### src/rtl/apb_slave_mem.sv
// APB3 completer memory with programmable wait states and an out-of-range error response.
// Address, direction and write data are captured at the setup edge. Read data is loaded at that same edge.
module apb_slave_mem #(
    parameter int ADDR_WIDTH  = 9,
    parameter int DATA_WIDTH  = 8,
    parameter int MEM_DEPTH   = 192,
    parameter int WAIT_CYCLES = 2
) (
    input  logic                  PCLK,
    input  logic                  PRESETn,
    input  logic                  PSEL,
    input  logic                  PENABLE,
    input  logic                  PWRITE,
    input  logic [ADDR_WIDTH-1:0] PADDR,
    input  logic [DATA_WIDTH-1:0] PWDATA,
    output logic                  PREADY,
    output logic [DATA_WIDTH-1:0] PRDATA,
    output logic                  PSLVERR
);

    localparam int IDX_W = ADDR_WIDTH - 1;
    localparam int CNT_W = (WAIT_CYCLES > 0) ? $clog2(WAIT_CYCLES + 1) : 1;

    localparam logic [0:0] IDLE   = 1'b0;
    localparam logic [0:0] ACCESS = 1'b1;

    logic [0:0]            state;
    logic [CNT_W-1:0]      cnt;
    logic [IDX_W-1:0]      addr_q;
    logic                  wr_q;
    logic [DATA_WIDTH-1:0] wdata_q;
    logic                  err_q;
    logic [DATA_WIDTH-1:0] mem [MEM_DEPTH];

    logic [IDX_W-1:0]      idx;
    logic                  idx_err;
    logic                  setup;
    logic                  complete;
    logic                  unused_addr_msb;

    // The PADDR MSB is the slave select, which is decoded upstream.
    assign unused_addr_msb = PADDR[ADDR_WIDTH-1];
    assign idx             = PADDR[IDX_W-1:0];
    assign idx_err         = (32'(idx) >= 32'(MEM_DEPTH));

    // A setup seen while in ACCESS aborts the current transfer and restarts on the new one.
    assign setup    = PSEL && !PENABLE;
    assign complete = (state == ACCESS) && PSEL && PENABLE && (cnt == '0);

    assign PREADY  = (state == ACCESS) && (cnt == '0);
    assign PSLVERR = PREADY && err_q;

    always_ff @(posedge PCLK or negedge PRESETn) begin
        if (!PRESETn) begin
            state   <= IDLE;
            cnt     <= '0;
            addr_q  <= '0;
            wr_q    <= 1'b0;
            wdata_q <= '0;
            err_q   <= 1'b0;
            PRDATA  <= '0;
        end else if (setup) begin
            addr_q  <= idx;
            wr_q    <= PWRITE;
            wdata_q <= PWDATA;
            err_q   <= idx_err;
            cnt     <= CNT_W'(WAIT_CYCLES);
            state   <= ACCESS;
            if (!PWRITE) begin
                PRDATA <= idx_err ? '0 : mem[idx];
            end
        end else if (state == ACCESS) begin
            if (!PSEL) begin
                state <= IDLE;
            end else if (cnt != '0) begin
                cnt <= cnt - 1'b1;
            end else begin
                state <= IDLE;
            end
        end
    end

    always_ff @(posedge PCLK or negedge PRESETn) begin
        if (!PRESETn) begin
            for (int i = 0; i < MEM_DEPTH; i++) begin
                mem[i] <= '0;
            end
        end else if (complete && wr_q && !err_q) begin
            mem[addr_q] <= wdata_q;
        end
    end

endmodule
### config.mk
export PLATFORM = sky130hd
export DESIGN_NAME = apb_slave_mem
export DESIGN_NICKNAME = d
export VERILOG_FILES = /design/src/rtl/apb_slave_mem.sv
export SDC_FILE = /design/constraint.sdc
export NUM_CORES = 2
export LEC_CHECK = 0
export BUFFER_PORTS_ARGS = -buffer_cell sky130_fd_sc_hd__buf_2
export CAP_MARGIN = 20
export CORE_MARGIN = 5
export CORE_UTILIZATION = 25
export DETAILED_ROUTE_END_ITERATION = 16
export SLEW_MARGIN = 20
export SYNTH_ARGS = -nofsm -noshare
export SYNTH_HDL_FRONTEND = slang
export SYNTH_SLANG_ARGS = --single-unit
### constraint.sdc
create_clock -name PCLK -period 5.5 [get_ports PCLK]
set_input_delay 1.1 -clock PCLK [delete_from_list [all_inputs] [get_ports PCLK]]
set_output_delay 1.1 -clock PCLK [all_outputs]
set_load 0.02 [all_outputs]
After elaboration in Yosys (flattened, before gate mapping)
Index checks and enable logic that the tools add are counted.
{"block": "totals", "elab_cells": 240, "register_bits": 1565, "inputBits": 22, "output_inout_bits": 10}
{"block": "op_classes", "order_cmp": 4, "add_sub_neg": 1, "reduce_logical": 18, "mux": 15, "bitwise": 3}
{"op": "$bwmux 1536", "n": 1}
{"op": "$bmux 8 s8", "n": 1}
{"op": "$demux 8 s8", "n": 1}
{"op": "$mux 8", "n": 4}
{"op": "$ge 9x9->1 const B", "n": 2}
{"op": "$not 8->9", "n": 2}
{"op": "$logic_and 1x1->1", "n": 9}
{"op": "$lt 9x1->1 const B", "n": 1}
{"op": "$ge 8x8->1 const B", "n": 1}
{"op": "$mux 2", "n": 4}
{"op": "$reduce_bool 2->1", "n": 4}
{"op": "$mux 1", "n": 4}
{"op": "$reduce_and 3->1", "n": 1}
{"op": "$logic_not 1->1", "n": 2}
{"op": "$logic_not 2->1", "n": 1}
{"op": "$reduce_and 2->1", "n": 1}
{"op": "$sub 2x1->2 const B", "n": 1}
{"op": "$not 1->1", "n": 1}

Longest topological paths before layout
{"block": "depth", "depth_word": 6, "ltp_mapped": 11}

Worst setup path before layout
No wires, ideal clock.
{"block": "synth_path", "kind": "input -> register", "startpoint": "input PADDR[1]", "endpoint": "register PRDATA[6]", "required_time_ps": 5380, "setup_time_ps": 120, "path_buffers": 4, "arrival_ps": 3113, "slack_ps": 2268, "cell_stages": 9, "path_cell_list": "buf_4 > buf_6 > buf_4 > clkbuf_1 > mux4_2 > mux4_2 > a22oi_1 > o2111ai_1 > and3_1"}
{"block": "synth_between", "elab_chain_len": 5, "elab_cells_between_ends": 6, "cone_classes": "1 x order compare; 4 x mux; 1 x bitwise"}
{"item": "from (decl)", "line": "14", "source": "input logic [ADDR_WIDTH-1:0] PADDR,"}
{"item": "$not 8->9 (not written as such)", "line": "70", "source": "PRDATA <= idx_err ? '0 : mem[idx];"}
{"item": "$bmux 8 s8", "line": "70"}
{"item": "$mux 8 (not written as such) (2 in a row)", "line": "70"}
{"item": "$mux 8 (*)", "line": "70"}
{"item": "to (signal assigned)", "line": "70"}
{"item": "to (decl)", "line": "17", "source": "output logic [DATA_WIDTH-1:0] PRDATA,"}
Mark *: on every way between the ends. The rest lies on a longest branch, timed or not. The select of a mux whose other input is x is not followed.
A chain may end at the register's enable or synchronous reset.

Final worst setup path
{"block": "layout_path", "startpoint": "register cnt[0]", "endpoint": "register mem[1145] (netlist bit)"}
{"block": "layout_between", "elab_chain_len": 4}
{"item": "from (decl)", "line": "28", "source": "logic [CNT_W-1:0] cnt;"}
{"item": "from (signal assigned)", "line": "67", "source": "cnt <= CNT_W'(WAIT_CYCLES);"}
{"item": "from (signal assigned)", "line": "76", "source": "cnt <= cnt - 1'b1;"}
{"item": "$logic_not 2->1", "line": "48", "source": "assign complete = (state == ACCESS) && PSEL && PENABLE && (cnt == '0);"}
{"item": "$logic_and 1x1->1", "line": "48"}
{"item": "$logic_and 1x1->1 (2 in a row)", "line": "88", "source": "end else if (complete && wr_q && !err_q) begin"}
{"item": "to (signal, indexed assignment)", "line": "89", "source": "mem[addr_q] <= wdata_q;"}
{"item": "to (decl)", "line": "33", "source": "logic [DATA_WIDTH-1:0] mem [MEM_DEPTH];"}
No other way between the ends.

==> flow_summary.json <==
{
  "run_status": "complete, no violations",
  "placeableCoreArea_um2": 285200,
  "tritoncts_num_sinks": 1565,
  "grt_pass1_wl_mm": 293.0,
  "synthDistinctLibCells": 62,
  "irDropWorstVdd_v": 0.0002697,
  "grt_start_max_net_pins": 194,
  "post_synth_inst_count": 4620,
  "cp_data_arrival_time_ns": 4.43,
  "crit_slowest_cell": "nor3_2",
  "fillerInstances": 28270,
  "clkTransAtPathRegs_ns": 0.06,
  "path_common_cell": "nand2_1",
  "post-route-period-util_pct": 68.40,
  "postSynth.topFlopCell": "dfrtp_1",
  "viasPerCell": 4.795,
  "launch_point_of_the_worst_reg_to_reg_path": "cnt[0]",
  "post-route-min-period_ns": 3.762,
  "cts-htree-levels": 4,
  "die_width_um": 545.1,
  "dp_hpwl_mm": 123.2,
  "antenna_violations_before_repair": 7,
  "clock_tree.root_cell": "clkbuf_16",
  "drc_errors": 0,
  "cp_max_fo": 8,
  "i_o_buffers": 30,
  "groute.usage.overall_pct": 12.78,
  "wl_mm": 191.9,
  "rows": 196,
  "first_global_vias": 43530,
  "setup_violations": 0,
  "yosys_warnings": 0,
  "pwr_density_cell_nw_per_um2": 296.9,
  "timing.critical_path.cells": "inv_1 -> ha_1 -> nand2_1 -> nor4_1 -> nand2b_1 -> nor3_2 -> buf_4 -> nand2_1 -> mux2_2",
  "slew_viol_final": 0,
  "critPathLaunchType": "flip-flop",
  "vias": 40730,
  "worstSetupStartpoint": "cnt[0]",
  "cts_tree": "done",
  "maxClockFrequency_mhz": 265.8,
  "drtIter0Drc": 2720,
  "clock_insertion_delay_worst_skew_ns": 0.81,
  "worst_setup_path_class": "reg2reg",
  "maxSlewHeadroom_pct": 9.588,
  "synth_enable_flop_cells": 0,
  "met3WireLength_mm": 9.792,
  "fin_tns_setup_ns": 0,
  "synth.avg_cell_area_um2": 15.50,
  "cap_viol_max_count": 0,
  "post_synth_instance_area_um2": 71590,
  "gr-total-overflow": 0,
  "cts.repair.resized": 0,
  "cts.hold.buffers_added": 0,
  "worst-endpoint-required_ns": 6.17,
  "cp-end-kind": "flip-flop",
  "design.final.nets": 4624,
  "wl_per_cell_um": 22.60,
  "async_reset_ff_share_pct": 100.0,
  "routed_length_on_met2_mm": 90.86,
  "antenna_left": 0,
  "maximum_clock_insertion_buffer_count": 3,
  "grt_setup_unrepaired": "false",
  "top_signal_layer_used": "met4",
  "cell_count_final_fillers_out": 8494,
  "cts_inserted_buffers": 169,
  "yosysSeqAreaShare_pct": 54.70,
  "synth_seq_cells": 1565,
  "hold_class": "in2async",
  "cell_count_after_placement": 8191,
  "wl_met1_mm": 84.49,
  "place.gp.congestion": 0.8238,
  "fin_worst_skew_ns": 0.02336,
  "timing_hold_violations_final": 0,
  "design.portCount": 32,
  "die_h_um": 545.1,
  "tightest_slew_ns": 1.356,
  "synth.net_count": 4643,
  "post-cts-setup-buffers": 0,
  "initial_core_util_pct": 25.10,
  "crit_path_max_incr_delay_ns": 0.70,
  "total_power_mw": 24.29,
  "static_leak_nw": 38.42,
  "synthToLayoutAreaGrowth_pct": 14.24,
  "design.die.area_um2": 297200,
  "drive_gt1_share_pct": 50.97,
  "firstDrtPassIters": 5
}
==> sequential cells by signal, indices dropped and copies added, names as in the netlist <==
| signal | count |
|---|---|
| PRDATA | 8 |
| addr_q | 8 |
| cnt | 2 |
| err_q | 1 |
| mem | 1536 |
| state | 1 |
| wdata_q | 8 |
| wr_q | 1 |
==> worst paths after layout <==
path	endpoint	slack, ns	cells past startpoint
max in group asynchronous	mem[1150]	3.85	3
worst min register to register	mem[1276]	0.50	1
min in group PCLK	mem[1276]	0.50	1
worst min-delay path	wdata_q[1]	0.22	1
worst max register to register	mem[1145]	1.74	9
worst max-delay path	mem[1145]	1.74	9
==> worst max-delay path: cells and delay by family (launching register included) <==
family | cells | cell delay, ns
AND/OR/NAND/NOR | 5 | 2.13
buffers and inverters | 2 | 0.55
multiplexers | 1 | 0.39
flip-flops | 1 | 0.35
adder cells (fa/ha/maj) | 1 | 0.18
==> cell usage after synthesis (all sizes together) (6+ instances only) <==
cell type | count | share of area [%]
o22ai | 15 | 0.13
a22oi | 13 | 0.14
nor3 | 23 | 0.16
buf | 121 | 1.1
a21oi | 18 | 0.13
nand3 | 14 | 0.098
clkbuf | 222 | 1.2
nor2 | 118 | 0.65
nor2b | 29 | 0.25
nand2 | 263 | 1.4
mux2 | 1571 | 25
and3 | 9 | 0.079
a221oi | 13 | 0.16
o21ai | 10 | 0.070
a31oi | 6 | 0.052
mux2i | 73 | 1.0
nor4 | 6 | 0.052
inv | 7 | 0.037
dfrtp | 1565 | 55
mux4 | 395 | 12
a2111oi | 14 | 0.17
a211oi | 28 | 0.29
nand2b | 15 | 0.13
==> layout make-up <==
| class | instances | area, um2 | share of cell area (%) |
|---|---|---|---|
| repair buffers | 153 | 1592 | 1.946 |
| well taps | 3762 | 4707 | 5.755 |
| clock buffers | 246 | 4922 | 6.018 |
| clock inverters | 52 | 526.8 | 0.6440 |
| inverters | 7 | 28.78 | 0.03518 |
| diodes | 4 | 10.01 | 0.01224 |
| flip-flops and latches | 1565 | 39190 | 47.92 |
| multi-input cells | 2705 | 30810 | 37.67 |
==> metrics by stage <==
| stage | util (%) | worst slack [ns] | cell area (um2) | hold WS (ns) |
|---|---|---|---|---|
| after floorplan | - | 2.268 | 71590 | 0.4467 |
| after global placement | 26.75 | 1.098 | 76300 | 0.4794 |
| after detailed placement | 26.75 | 1.123 | 76300 | 0.4853 |
| after CTS | 28.66 | 1.726 | 81750 | 0.1628 |
| after global routing | 28.68 | 1.655 | 81780 | 0.1950 |
| final | 28.68 | 1.738 | 81790 | 0.2176 |
==> where the power goes <==
part | leakage (nW) | switching, mW | internal (mW)
Combinational | 13.9 | 1.05 | 0.327
Clock | 2.70 | 4.74 | 6.45
Sequential | 21.8 | 0.166 | 11.6
Total | 38.4 | 5.95 | 18.3
==> logic make-up (layout without fill, tap and decap cells) <==
logic type      Yosys count  count (layout)  synth area share, %
buf+inv                 350             458                2.326
fa+ha+maj                 1               1              0.01747
other cells               0               4                    0
simple gates            497             497                3.004
compound gates          168             168                1.765
mux                    2039            2039                38.19
flops                  1565            1565                54.70
==> cell usage in the layout, fill, tap and decap left out, types with 6 or more instances in the layout <==
master	count
a21oi_1	18
buf_2	25
dfrtp_4	8
o21ai_0	10
a221oi_1	13
nor2_1	100
nand3_1	14
o22ai_1	15
nor2_2	18
a211oi_1	28
nand2b_1	15
a2111oi_0	14
nor3_1	20
clkbuf_1	40
mux4_1	6
clkbuf_16	172
mux4_2	389
buf_12	37
nor2b_1	28
dfrtp_1	1557
mux2_2	1571
and3_1	9
clkbuf_8	34
a22oi_1	13
a31oi_1	6
mux2i_1	73
nand2_1	262
inv_6	6
buf_4	87
clkinv_2	31
==> layer usage <==
layer  track usage [%]  vias to the layer above
li1                  -                    17200
met1             17.17                    22310
met2             20.51                      915
met3             2.594                      303
met4             4.519                        0
met5                 0                        -
Note: power is estimated with default switching activity, not from simulation.
